**src/rtl/uart_pkg.sv**
```systemverilog
// Shared UART definitions: frame geometry defaults and the receiver state encoding.
// The transmitter and the baud generator pick up the same defaults from here.
package uart_pkg;

    // Payload bits per frame (8N1).
    localparam int UART_DATA_BITS = 8;

    // Oversample ticks per bit period; must be even and at least 4.
    localparam int UART_OVERSAMPLE = 16;

    // Receiver frame-tracking states.
    typedef enum logic [2:0] {
        IDLE  = 3'd0,
        START = 3'd1,
        DATA  = 3'd2,
        STOP  = 3'd3,
        BREAK = 3'd4
    } rx_state_e;

    // Tick count at which the start bit is re-checked: half a bit after the edge.
    function automatic int half_bit_tick(input int oversample);
        return (oversample / 2) - 1;
    endfunction

    // Tick count at which a data or stop bit is sampled: one full bit later.
    function automatic int full_bit_tick(input int oversample);
        return oversample - 1;
    endfunction

endpackage : uart_pkg

```
**src/rtl/sync_2ff.sv**
```systemverilog
// Two-flop synchroniser for an asynchronous input, with a configurable
// reset value so an idle-high serial line does not look like a start edge
// coming out of reset.
module sync_2ff #(
    parameter int               WIDTH   = 1,
    parameter logic [WIDTH-1:0] RST_VAL = '1
) (
    input  logic             clk_i,
    input  logic             rst_i,
    input  logic [WIDTH-1:0] d_i,
    output logic [WIDTH-1:0] q_o
);

    logic [WIDTH-1:0] meta_q;
    logic [WIDTH-1:0] sync_q;

    // Two-stage capture of the asynchronous input.
    always_ff @(posedge clk_i or posedge rst_i) begin
        if (rst_i) begin
            meta_q <= RST_VAL;
            sync_q <= RST_VAL;
        end else begin
            meta_q <= d_i;
            sync_q <= meta_q;
        end
    end

    assign q_o = sync_q;

endmodule : sync_2ff

```
**src/rtl/uart_rx.sv**
```systemverilog
// UART receiver, 8N1, LSB first. The serial line is synchronised, then a
// small FSM driven by the oversample strobe finds the start edge, re-checks
// it half a bit later, and samples each following bit one bit period apart,
// which lands every sample on the bit centre. A good stop bit publishes the
// byte with a one-cycle valid pulse; a low stop bit raises a one-cycle
// framing-error pulse and parks in BREAK until the line returns high.
module uart_rx
    import uart_pkg::*;
#(
    parameter int DATA_BITS  = UART_DATA_BITS,
    parameter int OVERSAMPLE = UART_OVERSAMPLE
) (
    input  logic                 Clock,
    input  logic                 Reset,
    input  logic                 OversampleTick,
    input  logic                 RxSerial,
    output logic [DATA_BITS-1:0] RxData,
    output logic                 RxValid,
    output logic                 FramingError,
    output logic                 RxBusy
);

    localparam int TICK_W = $clog2(OVERSAMPLE);
    localparam int BIT_W  = $clog2(DATA_BITS + 1);

    localparam logic [TICK_W-1:0] TICK_ZERO = TICK_W'(0);
    localparam logic [TICK_W-1:0] TICK_ONE  = TICK_W'(1);
    localparam logic [TICK_W-1:0] TICK_HALF = TICK_W'(half_bit_tick(OVERSAMPLE));
    localparam logic [TICK_W-1:0] TICK_LAST = TICK_W'(full_bit_tick(OVERSAMPLE));

    localparam logic [BIT_W-1:0] BIT_ZERO = BIT_W'(0);
    localparam logic [BIT_W-1:0] BIT_ONE  = BIT_W'(1);
    localparam logic [BIT_W-1:0] BIT_LAST = BIT_W'(DATA_BITS - 1);

    logic                 rx_s;
    rx_state_e            state_q;
    logic [TICK_W-1:0]    tick_cnt_q;
    logic [BIT_W-1:0]     bit_cnt_q;
    logic [DATA_BITS-1:0] shreg_q;
    logic [DATA_BITS-1:0] data_q;
    logic                 valid_q;
    logic                 ferr_q;
    logic                 busy_q;

    // The line idles high, so the synchroniser also resets high.
    sync_2ff #(
        .WIDTH   (1),
        .RST_VAL (1'b1)
    ) u_sync (
        .clk_i (Clock),
        .rst_i (Reset),
        .d_i   (RxSerial),
        .q_o   (rx_s)
    );

    // Frame-tracking FSM with registered data, pulse and busy outputs.
    always_ff @(posedge Clock or posedge Reset) begin
        if (Reset) begin
            state_q    <= IDLE;
            tick_cnt_q <= TICK_ZERO;
            bit_cnt_q  <= BIT_ZERO;
            shreg_q    <= {DATA_BITS{1'b0}};
            data_q     <= {DATA_BITS{1'b0}};
            valid_q    <= 1'b0;
            ferr_q     <= 1'b0;
            busy_q     <= 1'b0;
        end else begin
            // Pulses last exactly one Clock, independent of the tick rate.
            valid_q <= 1'b0;
            ferr_q  <= 1'b0;

            if (OversampleTick) begin
                case (state_q)
                    IDLE: begin
                        if (!rx_s) begin
                            state_q    <= START;
                            tick_cnt_q <= TICK_ZERO;
                            busy_q     <= 1'b1;
                        end
                    end

                    START: begin
                        if (tick_cnt_q == TICK_HALF) begin
                            if (!rx_s) begin
                                // Still low at mid start bit: a real frame.
                                state_q    <= DATA;
                                tick_cnt_q <= TICK_ZERO;
                                bit_cnt_q  <= BIT_ZERO;
                            end else begin
                                // Short glitch on the line: drop it silently.
                                state_q    <= IDLE;
                                tick_cnt_q <= TICK_ZERO;
                                busy_q     <= 1'b0;
                            end
                        end else begin
                            tick_cnt_q <= tick_cnt_q + TICK_ONE;
                        end
                    end

                    DATA: begin
                        if (tick_cnt_q == TICK_LAST) begin
                            // Right shift: the first (LSB) bit ends up in bit 0.
                            shreg_q    <= {rx_s, shreg_q[DATA_BITS-1:1]};
                            tick_cnt_q <= TICK_ZERO;
                            bit_cnt_q  <= bit_cnt_q + BIT_ONE;
                            if (bit_cnt_q == BIT_LAST) begin
                                state_q <= STOP;
                            end
                        end else begin
                            tick_cnt_q <= tick_cnt_q + TICK_ONE;
                        end
                    end

                    STOP: begin
                        if (tick_cnt_q == TICK_LAST) begin
                            tick_cnt_q <= TICK_ZERO;
                            bit_cnt_q  <= BIT_ZERO;
                            if (rx_s) begin
                                // Back to IDLE at the stop centre so an early
                                // next start edge is still caught.
                                data_q  <= shreg_q;
                                valid_q <= 1'b1;
                                state_q <= IDLE;
                                busy_q  <= 1'b0;
                            end else begin
                                ferr_q  <= 1'b1;
                                state_q <= BREAK;
                            end
                        end else begin
                            tick_cnt_q <= tick_cnt_q + TICK_ONE;
                        end
                    end

                    BREAK: begin
                        // A held-low line must not look like a new start bit.
                        if (rx_s) begin
                            state_q <= IDLE;
                            busy_q  <= 1'b0;
                        end
                    end

                    default: begin
                        state_q    <= IDLE;
                        tick_cnt_q <= TICK_ZERO;
                        bit_cnt_q  <= BIT_ZERO;
                        busy_q     <= 1'b0;
                    end
                endcase
            end
        end
    end

    assign RxData       = data_q;
    assign RxValid      = valid_q;
    assign FramingError = ferr_q;
    assign RxBusy       = busy_q;

endmodule : uart_rx

```
**config.mk**
```make
export PLATFORM = sky130hd
export DESIGN_NAME = uart_rx
export DESIGN_NICKNAME = d
export VERILOG_FILES = /design/src/rtl/uart_pkg.sv /design/src/rtl/sync_2ff.sv /design/src/rtl/uart_rx.sv
export SDC_FILE = /design/constraint.sdc
export NUM_CORES = 1
export LEC_CHECK = 0
export ABC_AREA = 1
export CAP_MARGIN = 20
export CORE_MARGIN = 1
export CORE_UTILIZATION = 48
export DETAILED_ROUTE_END_ITERATION = 8
export GPL_TIMING_DRIVEN = 0
export PLACE_DENSITY = 0.69
export SLEW_MARGIN = 40
export SYNTH_ARGS = -nofsm -noshare
export SYNTH_HDL_FRONTEND = slang
export SYNTH_SLANG_ARGS = --single-unit
```
**constraint.sdc**
```tcl
create_clock -name Clock -period 1.8 [get_ports Clock]
set_input_delay 0.36 -clock Clock [delete_from_list [all_inputs] [get_ports Clock]]
set_output_delay 0.36 -clock Clock [all_outputs]
set_load 0.01 [all_outputs]
```
# [Word-level counts from Yosys, hierarchy flattened]
# Index checks and enable logic that the tools add are counted.
[op_classes] addsub=2 n_bitwise=3 n_eq_ne=14 mux=30 reduce_logical=9
[op_table] op="$pmux 4 s4" count=2
[op_table] op="$mux 4" count=6
[op_table] op="$mux 3" count=7
[op_table] op="$pmux 3 s5" count=1
[op_table] op="$mux 1" count=12
[op_table] op="$ne 2x2->1 const B" count=6
[op_table] op="$add 4x1->4 const B" count=2
[op_table] op="$eq 4x3->1 const B" count=2
[op_table] op="$reduce_and 7->1" count=1
[op_table] op="$eq 3x2->1 const B" count=2
[op_table] op="$reduce_and 3->1" count=2
[op_table] op="$reduce_and 6->1" count=1
[op_table] op="$pmux 1 s5" count=1
[op_table] op="$reduce_and 5->1" count=1
[op_table] op="$eq 4x4->1 const B" count=1
[op_table] op="$reduce_and 4->1" count=1
[op_table] op="$reduce_or 2->1" count=2
[op_table] op="$eq 3x1->1 const B" count=1
[op_table] op="$eq 3x3->1 const B" count=1
[op_table] op="$logic_not 3->1" count=1
[op_table] op="$not 1->1" count=3
[op_table] op="$mux 2" count=1
[op_table] op="$ne 2x1->1 const B" count=1
[word_totals] out_inout_bits=11 regBits=32 wordCells=68 input_bits=4

# [Logic depth before layout (Yosys ltp)]
# Gate-level depths: netlist (run 1).
[logic_depth] ltp_word=4 ltp_mapped=10 mapped_depth_nobuf=9

# [Modules after synthesis]
# Synthesis (run 1) repeated with hierarchy kept, for this count alone.
[hier_totals] cells_unflattened=186 area_unflattened_um2=1704.1
[modules_own_cells] module="uart_rx" seq_area_each_um2=750.7 area_per_inst_um2=1647.8 cells_per_inst=183 instances=1
[modules_own_cells] module="sync_2ff" seq_area_each_um2=52.6 area_per_inst_um2=56.3 cells_per_inst=3 instances=1

# [Worst setup path before layout (run 1)]
# Ideal clock, no wire load.
[synth_timing] kind="register -> register" startpoint="register tick_cnt_q[0]" endpoint="register data_q[1], in the netlist RxData[1]" path_buffers=1 setup_time_ps=118 required_ps=1682 period_less_slack_ps=1353 t_arrival_ps=1235 path_stages_with_launch=8 path_slack_ps=447 cell_sequence="dfrtp_1 > ha_1 > nand3_2 > nor2_4 > nand3_4 > buf_6 > nand2_2 > o21ai_2"
[synth_via] elab_chain_cells=2
[synth_lines] item="start: declaration" line="uart_rx.sv:37" rtl="logic [TICK_W-1:0] tick_cnt_q;"
[synth_lines] item="start signal: assignment" line="uart_rx.sv:96" rtl="tick_cnt_q <= tick_cnt_q + TICK_ONE;"
[synth_lines] item="start signal: assignment" line="uart_rx.sv:110" rtl="tick_cnt_q <= tick_cnt_q + TICK_ONE;"
[synth_lines] item="start signal: assignment" line="uart_rx.sv:130" rtl="tick_cnt_q <= tick_cnt_q + TICK_ONE;"
[synth_lines] item="$eq 4x4->1" line="uart_rx.sv:115" rtl="if (tick_cnt_q == TICK_LAST) begin"
[synth_lines] item="$reduce_and 4->1 (no source line)"
[synth_lines] item="end signal: assignment" line="uart_rx.sv:63" rtl="data_q <= {DATA_BITS{1'b0}};"
[synth_lines] item="end signal: assignment" line="uart_rx.sv:121" rtl="data_q <= shreg_q;"
[synth_lines] item="end: declaration" line="uart_rx.sv:40" rtl="logic [DATA_BITS-1:0] data_q;"
# No other way between the ends.
# A chain may end at the register's enable or synchronous reset.

# [Worst setup path after layout (run 1)]
[layout_timing] startpoint="register data_q[1], in the netlist RxData[1]" endpoint="output RxData[1]"
[layout_lines] item="end: declaration" line="uart_rx.sv:17" rtl="output logic [DATA_BITS-1:0] RxData,"
# No word-level cell between the ends.

==> metrics.md, run 1 <==
| Metric | Value |
|---|---|
| Status | `complete, no violations` |
| Reg power frac | `45.7%` |
| RePlAce Congestion | `0.862` |
| Core area | `3100 um2` |
| Clock power share | `27.7%` |
| Clock slew at reported path FFs | `100 ps` |
| Internal power | `1260 uW` |
| Final min period | `1610 ps` |
| Via count | `1196` |
| Worst Setup Start Kind | `flop` |
| Critical path class | `flop to output pin` |
| Number of antenna violations at the first check in global routing | `0` |
| GRT overflow | `0` |
| Dpl hpwl | `2.05 mm` |
| Worst slew pin tran | `631 ps` |
| Worst skew pair latency | `330 ps` |
| Cell Area, Placed | `1800 um2` |
| Hold Path Class | `flop to flop` |
| Setup TNS | `0 ps` |
| Initial Utilization | `51.8%` |
| P_sw | `676 uW` |
| Area Growth Syn to Fin | `16.9%` |
| Most frequent cells in the layout | `nand2_1 (48), dfrtp_1 (30), inv_1 (17)` |
| DIE HEIGHT | `59.9 um` |
| IO buf count | `14` |
| WL final | `2.86 mm` |
| LEAKAGE | `0.000905 uW` |
| Crit path arrival time | `1250 ps` |
| DRT iter0 DRCs | `74` |
| Final hold vios | `0` |
| Die Wd | `59.9 um` |
| Routed len/inst | `11.7 um` |
| Worst path top cell family by delay | `buffers and inverters` |
| Syn_nets | `184` |
| Post-synthesis register bit count | `32` |
| Largest net degree at the start of global routing | `33` |
| Root buffer cell | `clkbuf_4` |
| Pwr dens | `1030 nW/um2` |
| ANT nets after route | `0` |
| Period utilization | `89.4%` |
| Vias/cell | `4.90` |
| Combinational power share | `26.5%` |
| Vias in the first global route | `1150` |
| Residual DRC count | `0` |
| CP cell instances | `clkdlybuf4s50_1` |
| Nets | `205` |
| Post-CTS setup buffers | `0` |
| # IOs | `15` |
| Sequential-to-total area share from yosys stat | `50.0%` |
| Synth area leaders | `dfrtp_1 (47%), nand2_1 (11%), o21ai_2 (8.2%)` |
| Worst stage delay on the critical path | `540 ps` |
| Critical path required time | `1440 ps` |
| First-pass DRT Iterations | `4` |
| WP buf/inv | `1` |
| Resize count post-CTS | `0` |
| Synthesized netlist cell count | `178` |
| Fmax | `621 MHz` |
| Synth warn | `0` |
| CP Capture Type | `output pin` |
| Top cell type's share of synthesized area | `46.7%` |
| Layout cells sized above 1 | `24.0%` |
| Final instance area | `1880 um2` |
| RSZ-0062 raised after global routing | `no` |
| Standard-cell rows | `20` |
| Sink Count | `32` |
| H-Tree Level Count | `2` |
| Synth area leader | `dfrtp_1` |
| Cts bufs inserted | `5` |
| Synthesized cell area | `1610 um2` |
| Full die area | `3580 um2` |
| Overall Global Routing Usage | `19.6%` |
| Max Cap Viol | `0` |
| Cell variety after synth | `25` |
| First-pass GRT wire length | `5.09 mm` |
| Leading cell type in the layout, fill and taps excluded | `nand2_1` |
| Peak supply drop | `0.853 mV` |
| Pre-CTS setup slack | `42.1 ps` |
| Setup slack after layout | `190 ps` |
| Max Buffers Root-to-Sink | `2` |
| Setup violations, final | `0` |
| Minimum hold slack | `365 ps` |
| CP max-delay cell | `clkdlybuf4s50_1` |
| Slew Limit Fails | `0` |
| Switching part of the total | `35.0%` |
| TritonCTS clock tree | `done` |
| Diode count | `0` |
| Slew headroom | `57.9%` |
| Hold_buf cts | `0` |
| Critical path peak fanout | `2` |
| Avg Cell Area, Syn | `9.03 um2` |
| R2R Setup Slk | `260 ps` |
| Clock Skews | `6.60 ps` |
[registers in the layout, indices dropped and copies added, names as in the netlist]
signal	flops
u_sync.meta_q	1
FramingError	1
RxBusy	1
tick_cnt_q	4
shreg_q	8
RxValid	1
u_sync.q_o	1
state_q	3
RxData	8
bit_cnt_q	4
[routing by layer]
metal | GRT usage [%] | up-vias | share of wire [%]
met4 | 8.64 | 0 | 1.9
met2 | 30.8 | 27 | 44
li1 | - | 613 | -
met3 | 4.55 | 8 | 4.4
met1 | 25.8 | 548 | 49
met5 | 0 | - | 0
[per-stage QoR]
step | total power [uW] | util, % | cells
final | 1930 | 60.5 | 244
after global placement | 1380 | 58.1 | 236
after detailed placement | 1400 | 58.1 | 236
after CTS | 1940 | 60.5 | 244
after floorplan | 1270 | - | 178
after global routing | 2060 | 60.5 | 244
[power groups by stage]
stage	clock network (uW)	registers, uW	logic [uW]
6_report	535	883	512
5_1_grt	585	897	582
4_1_cts	548	879	517
3_5_place_dp	0	891	511
3_3_place_gp	0	882	493
2_1_floorplan	0	876	397
[synth_stat cells (all sizes together)]
master / instances
nand4: 2
ha: 2
dfrtp: 30
or2: 1
buf: 3
clkinv: 2
xor2: 2
nand3: 17
dfstp: 2
inv: 22
nor2: 11
nand2: 55
o211ai: 2
a21oi: 2
o21ai: 25
[final timing paths]
path	cells after the start	startpoint	endpoint
setup reg to reg	7	tick_cnt_q[0]	RxData[7]
setup / recovery	1	RxData[1]	RxData[1]
max in group asynchronous	2	Reset	state_q[2]
min in group asynchronous	2	Reset	shreg_q[0]
hold reg to reg	0	u_sync.meta_q	u_sync.q_o
hold / removal	0	u_sync.meta_q	u_sync.q_o
[kinds of logic (layout without fill, tap and decap cells)]
| kind of cell | Yosys count | count (layout) | synth area share (%) |
|---|---|---|---|
| and+or+nand+nor | 86 | 86 | 26.7 |
| buffers and inverters | 27 | 49 | 7.79 |
| AOI/OAI and AO/OA | 29 | 29 | 12.9 |
| adders and majority gates | 2 | 2 | 1.56 |
| xor gates and xnor gates | 2 | 2 | 1.09 |
| DFF | 32 | 32 | 50.0 |
[layout make-up]
type | instances | area [um2]
repair buffers | 14 | 140
inverters | 24 | 91.3
fillers | 300 | 1220
multi-input cells | 119 | 678
clock inverters | 2 | 35.0
clock buffers | 6 | 41.3
plain buffers | 3 | 33.8
well taps | 44 | 55.1
flip-flops and latches | 32 | 803
No activity file was read; power rests on OpenSTA's default activity.
==> run 2: changes to the inputs <==
Settings changed: CORE_ASPECT_RATIO set to 1.2, SKIP_LAST_GASP set to 1.
==> run 2 against run 1 <==
Utilization decreased by 1.2 points. Sequential share of layout area increased by 0.75 points. Critical path depth unchanged. Combinational power decreased by 1%. Register-to-register slack about the same. Critical path type unchanged.
==> metrics.md, run 2 (synthesis gave the netlist of run 1 again) <==
| Metric | Value |
|---|---|
| Status | `complete, no violations` |
| Fmax | `620 MHz (-0.15%)` |
| Minimum hold slack | `366 ps (+0.942 ps)` |
| Hold_buf cts | `0 (unchanged)` |
| First-pass DRT Iterations | `4 (unchanged)` |
| Peak supply drop | `0.770 mV (-9.7%)` |
| Worst Setup Start Kind | `flop` |
| Fin util | `59.3% (-1.2 points)` |
| Max Buffers Root-to-Sink | `2 (unchanged)` |
| FF+latch area | `803 um2 (unchanged)` |
| Final instance area | `1850 um2 (-1.7%)` |
| Max Cap Viol | `0 (unchanged)` |
| Residual DRC count | `0 (unchanged)` |
| WL final | `2.84 mm (-0.52%)` |
| Standard-cell rows | `22 (+10%)` |
| Resize count post-CTS | `0 (unchanged)` |
| Met2 Resource Use GR | `32.5% (+1.7 points)` |
| Overall Global Routing Usage | `19.0% (-0.57 points)` |
| ANT nets after route | `0 (unchanged)` |
| Core area | `3110 um2 (+0.24%)` |
| Worst stage delay on the critical path | `540 ps (about the same)` |
| Root buffer cell | `clkbuf_4` |
| Routed len/inst | `12.1 um (+2.8%)` |
| Worst path top cell family by delay | `buffers and inverters` |
| Nets | `205 (unchanged)` |
| Met1 Track Usage GR | `20.2% (-5.6 points)` |
| Crit path arrival time | `1250 ps (about the same)` |
| Worst skew pair latency | `330 ps (about the same)` |
| Worst slew pin tran | `650 ps (+19.3 ps)` |
| CP max-delay cell | `clkdlybuf4s50_1` |
| Pwr dens | `965 nW/um2 (-6.1%)` |
| Critical path peak fanout | `2 (unchanged)` |
| Cell Area, Placed | `1790 um2 (-0.56%)` |
| Vias in the first global route | `1186 (+3.1%)` |
| RePlAce Congestion | `0.876 (+1.6%)` |
| Clock slew at reported path FFs | `110 ps (about the same)` |
| Most frequent cells in the layout | `nand2_1 (48), dfrtp_1 (30), inv_1 (17)` |
| GRT overflow | `0 (unchanged)` |
| Vias/cell | `5.14 (+4.8%)` |
| LEAKAGE | `0.000891 uW (-1.5%)` |
| H-Tree Level Count | `2 (unchanged)` |
| Final min period | `1610 ps (+2.35 ps)` |
| Setup TNS | `0 ps (unchanged)` |
| Largest net degree at the start of global routing | `33 (unchanged)` |
| Sink Count | `32 (unchanged)` |
| Final hold vios | `0 (unchanged)` |
| Dpl hpwl | `2.08 mm (+1.3%)` |
| Slew Limit Fails | `0 (unchanged)` |
| Number of antenna violations at the first check in global routing | `0 (unchanged)` |
| DIE HEIGHT | `65.4 um (+9.2%)` |
| CP cell instances | `clkdlybuf4s50_1` |
| Via count | `1212 (+1.3%)` |
| Period utilization | `89.6% (+0.13 points)` |
| Leading cell type in the layout, fill and taps excluded | `nand2_1` |
| WP buf/inv | `1 (unchanged)` |
| # placed instances | `228 (-3.4%)` |
| Layout cells sized above 1 | `24.0% (unchanged)` |
| Cts bufs inserted | `5 (unchanged)` |
| Area taken by multi-input logic gates | `678 um2 (unchanged)` |
| GR peak layer | `met2` |
| Hold Path Class | `flop to flop` |
| IO buf count | `14 (unchanged)` |
| Die Wd | `54.8 um (-8.4%)` |
| Clock Skews | `12.1 ps (+5.46 ps)` |
| FILL cells | `281 (-6.3%)` |
| DRT iter0 DRCs | `52 (-30%)` |
| RSZ-0062 raised after global routing | `no` |
| CP Capture Type | `output pin` |
| Post-CTS setup buffers | `0 (unchanged)` |
| Slew headroom | `56.6% (-1.3 points)` |
| Full die area | `3580 um2 (about the same)` |
| Setup violations, final | `0 (unchanged)` |
| Initial Utilization | `51.6% (-0.12 points)` |
| First-pass GRT wire length | `4.84 mm (-4.8%)` |
| # IOs | `15 (unchanged)` |
| Critical path class | `flop to output pin` |
| Critical path required time | `1440 ps (about the same)` |
| GR met3 Demand/Resource | `6.02% (+1.5 points)` |
| Area Growth Syn to Fin | `14.9%` |
| Diode count | `0 (unchanged)` |
| TritonCTS clock tree | `done` |
| Non-filler instance count after layout | `236 (-3.3%)` |
[run 2: through the flow]
| stage | total power (uW) | setup WS [ps] |
|---|---|---|
| global route | 1910 | 130 |
| detailed placement | 1400 | 48.1 |
| CTS | 1810 | 166 |
| floorplan | 1270 | 447 |
| global placement | 1380 | 24.2 |
| finish | 1780 | 188 |
[run 2: worst paths after layout]
path / start / to / slack, ps / cells after the start
worst max register to register: tick_cnt_q[1] / RxData[7] / 270 / 7
worst min-delay path: u_sync.meta_q / u_sync.q_o / 370 / 0
min in group asynchronous: Reset / RxData[0] / 420 / 2
worst max-delay path: RxData[1] / RxData[1] / 190 / 1
max in group asynchronous: Reset / tick_cnt_q[1] / 940 / 2
worst min register to register: u_sync.meta_q / u_sync.q_o / 370 / 0
[run 2: metal layers]
metal / vias up / wire, um
met4: 0 / 77
met5: - / 0
met3: 8 / 119
li1: 609 / -
met1: 574 / 1190
met2: 21 / 1460
[run 2: power breakdown]
group / switching, uW / internal (uW) / leakage (uW)
clock: 245 / 151 / 0.0000282
combinational: 328 / 177 / 0.000429
sequential: 92.1 / 788 / 0.000434
total: 666 / 1120 / 0.000891
[run 2: layout make-up]
class | instances | share of cell area (%)
plain buffers | 3 | 1.83
clock buffers | 6 | 2.24
clock inverters | 2 | 0.678
inverters | 24 | 4.95
multi-input cells | 119 | 36.7
flip-flops and latches | 32 | 43.5
well taps | 36 | 2.44
repair buffers | 14 | 7.59
==> run 3: changes to the inputs <==
Settings changed: CAP_MARGIN 20 to unset, CELL_PAD_IN_SITES_DETAIL_PLACEMENT set to 1, CELL_PAD_IN_SITES_GLOBAL_PLACEMENT set to 1, CORE_UTILIZATION 48 to 43, HOLD_SLACK_MARGIN set to 0.1, PLACE_DENSITY 0.69 to unset, PLACE_DENSITY_LB_ADDON set to 0.1.
==> run 3 against run 2 <==
The run now ends with design-rule violations left. Flip-flop and latch count unchanged. Sequential share of layout area is 1.7 points lower. Clock-buffer cell count rose by 1. Sequential power about the same. Routed wire length is 21% higher. Clock power grew 87%.
==> metrics.md, run 3 (synthesis gave the netlist of run 1 again) <==
| Metric | Value |
|---|---|
| Standard-cell rows | `23 (+4.5%)` |
| IO buf count | `14 (unchanged)` |
| Cts bufs inserted | `5 (unchanged)` |
| TritonCTS clock tree | `done` |
| Full die area | `3990 um2 (+11%)` |
| Setup slack after layout | `252 ps (+64.6 ps)` |
| CP cell instances | `clkdlybuf4s50_1` |
| Worst stage delay on the critical path | `540 ps (about the same)` |
| Fmax | `646 MHz (+4.2%)` |
| CP max-delay cell | `clkdlybuf4s50_1` |
| GRT overflow | `0 (unchanged)` |
| Reg power frac | `40.7% (-8.7 points)` |
| Area Growth Syn to Fin | `19.5%` |
| Root buffer cell | `clkbuf_8` |
| RSZ-0062 raised after global routing | `no` |
| DRT iter0 DRCs | `36 (-31%)` |
| R2R Setup Slk | `250 ps (-20 ps)` |
| Worst path top cell family by delay | `buffers and inverters` |
| Clock power share | `34.1% (+12 points)` |
| Clock slew at reported path FFs | `60 ps (-50 ps)` |
| Final hold vios | `0 (unchanged)` |
| Hold Path Depth | `0 (unchanged)` |
| Clock Skews | `3.27 ps (-8.79 ps)` |
| LEAKAGE | `0.000927 uW (+4.1%)` |
| Worst skew pair latency | `280 ps (-50 ps)` |
| Hold Path Class | `flop to flop` |
| Vias/cell | `5.25 (+2.3%)` |
| Sink Count | `32 (unchanged)` |
| Most frequent cells in the layout | `nand2_1 (48), dfrtp_1 (30), inv_1 (17)` |
| Largest net degree at the start of global routing | `33 (unchanged)` |
| Hold_buf cts | `0 (unchanged)` |
| Peak supply drop | `0.743 mV (-3.5%)` |
| Resize count post-CTS | `0 (unchanged)` |
| Switching part of the total | `33.0% (-4.4 points)` |
| Status | `finished, violations left` |
| Diode count | `0 (unchanged)` |
| Dpl hpwl | `2.53 mm (+22%)` |
| Critical path class | `flop to output pin` |
| First-pass DRT Iterations | `6 (+2)` |
| DIE HEIGHT | `69.0 um (+5.5%)` |
| Max Cap Viol | `0 (unchanged)` |
| RePlAce Congestion | `0.778 (-11%)` |
| Worst Setup Start Kind | `flop` |
| WP buf/inv | `1 (unchanged)` |
| Max Buffers Root-to-Sink | `2 (unchanged)` |
| WL final | `3.44 mm (+21%)` |
| Vias in the first global route | `1311 (+11%)` |
| ANT nets after route | `0 (unchanged)` |
| Core area | `3450 um2 (+11%)` |
| First-pass GRT wire length | `5.97 mm (+23%)` |
| Period utilization | `86.0% (-3.6 points)` |
| Setup TNS | `0 ps (unchanged)` |
| Fin util | `55.6% (-3.8 points)` |
| Critical path required time | `1440 ps (about the same)` |
| Nets | `205 (unchanged)` |
| Internal power | `1450 uW (+30%)` |
| R2r worst-path depth | `7 (unchanged)` |
| Failing checks | `design-rule violations` |
| Slew headroom | `54.8% (-1.8 points)` |
| H-Tree Level Count | `2 (unchanged)` |
| Setup violations, final | `0 (unchanged)` |
| Residual DRC count | `1 (+1)` |
| CP Capture Type | `output pin` |
| Pwr dens | `1130 nW/um2 (+17%)` |
| P_sw | `716 uW (+7.5%)` |
| Slew Limit Fails | `0 (unchanged)` |
| Routed len/inst | `14.5 um (+20%)` |
| Pre-CTS setup slack | `16.5 ps (-31.6 ps)` |
| Worst slew pin tran | `678 ps (+27.6 ps)` |
| Combinational power share | `25.2% (-3.2 points)` |
| WP depth | `1 (unchanged)` |
| Critical path peak fanout | `2 (unchanged)` |
| Overall Global Routing Usage | `20.4% (+1.4 points)` |
| Number of antenna violations at the first check in global routing | `0 (unchanged)` |
| Final min period | `1550 ps (-64.6 ps)` |
| Post-CTS setup buffers | `0 (unchanged)` |
| Via count | `1245 (+2.7%)` |
| Layout cells sized above 1 | `24.5% (+0.50 points)` |
| Die Wd | `57.8 um (+5.5%)` |
| Crit path arrival time | `1190 ps (-60 ps)` |
| # IOs | `15 (unchanged)` |
| Leading cell type in the layout, fill and taps excluded | `nand2_1` |
| Initial Utilization | `46.5% (-5.1 points)` |
-- run 3: cell count changes in the layout (fill, tap and decap cells not counted) --
| cell | previous run | this run |
|---|---|---|
| clkbuf_4 | 5 | 0 |
| clkinvlp_4 | 1 | 0 |
| clkbuf_1 | 1 | 0 |
| clkinv_2 | 2 | 1 |
| bufinv_16 | 0 | 1 |
| clkbuf_8 | 0 | 7 |
-- run 3: metal layers --
| metal | vias up | GRT usage [%] | wire length (um) | part of all wire (%) |
|---|---|---|---|---|
| li1 | 613 | - | - | - |
| met1 | 610 | 20.7 | 1320 | 38 |
| met2 | 16 | 40.5 | 1970 | 57 |
| met3 | 6 | 4.66 | 98 | 2.9 |
| met4 | 0 | 7.14 | 51 | 1.5 |
| met5 | - | 0 | 0 | 0 |
-- run 3: worst paths after layout --
path / endpoint / start
worst min-delay path: u_sync.q_o / u_sync.meta_q
worst min register to register: u_sync.q_o / u_sync.meta_q
worst max-delay path: RxData[7] / RxData[7]
max in group asynchronous: FramingError / Reset
min in group asynchronous: bit_cnt_q[3] / Reset
worst max register to register: RxData[0] / tick_cnt_q[0]
-- run 3: power by group through the flow --
| stage | Sequential (uW) | Clock (uW) | Combinational, uW |
|---|---|---|---|
| 3_5_place_dp | 892 | 0 | 541 |
| 6_report | 882 | 741 | 547 |
| 4_1_cts | 883 | 757 | 554 |
| 3_3_place_gp | 890 | 0 | 502 |
| 2_1_floorplan | 876 | 0 | 397 |
| 5_1_grt | 893 | 789 | 622 |
-- run 3: cell type report --
type	count	area, um2
fill	411	1530
inverter	24	91.3
tap	37	46.3
clock inverter	1	30.0
buffer	3	33.8
multi-input combinational	119	678
clock buffer	7	96.3
timing repair buffer	14	140
sequential	32	803
-- run 3: stage by stage --
step	total power, uW	instance area [um2]	std cells	hold WS [ps]
floorplan	1270	1610	178	345
global placement	1390	1790	229	348
detailed placement	1430	1790	229	350
CTS	2190	1920	237	361
global route	2300	1920	237	365
finish	2170	1920	237	362
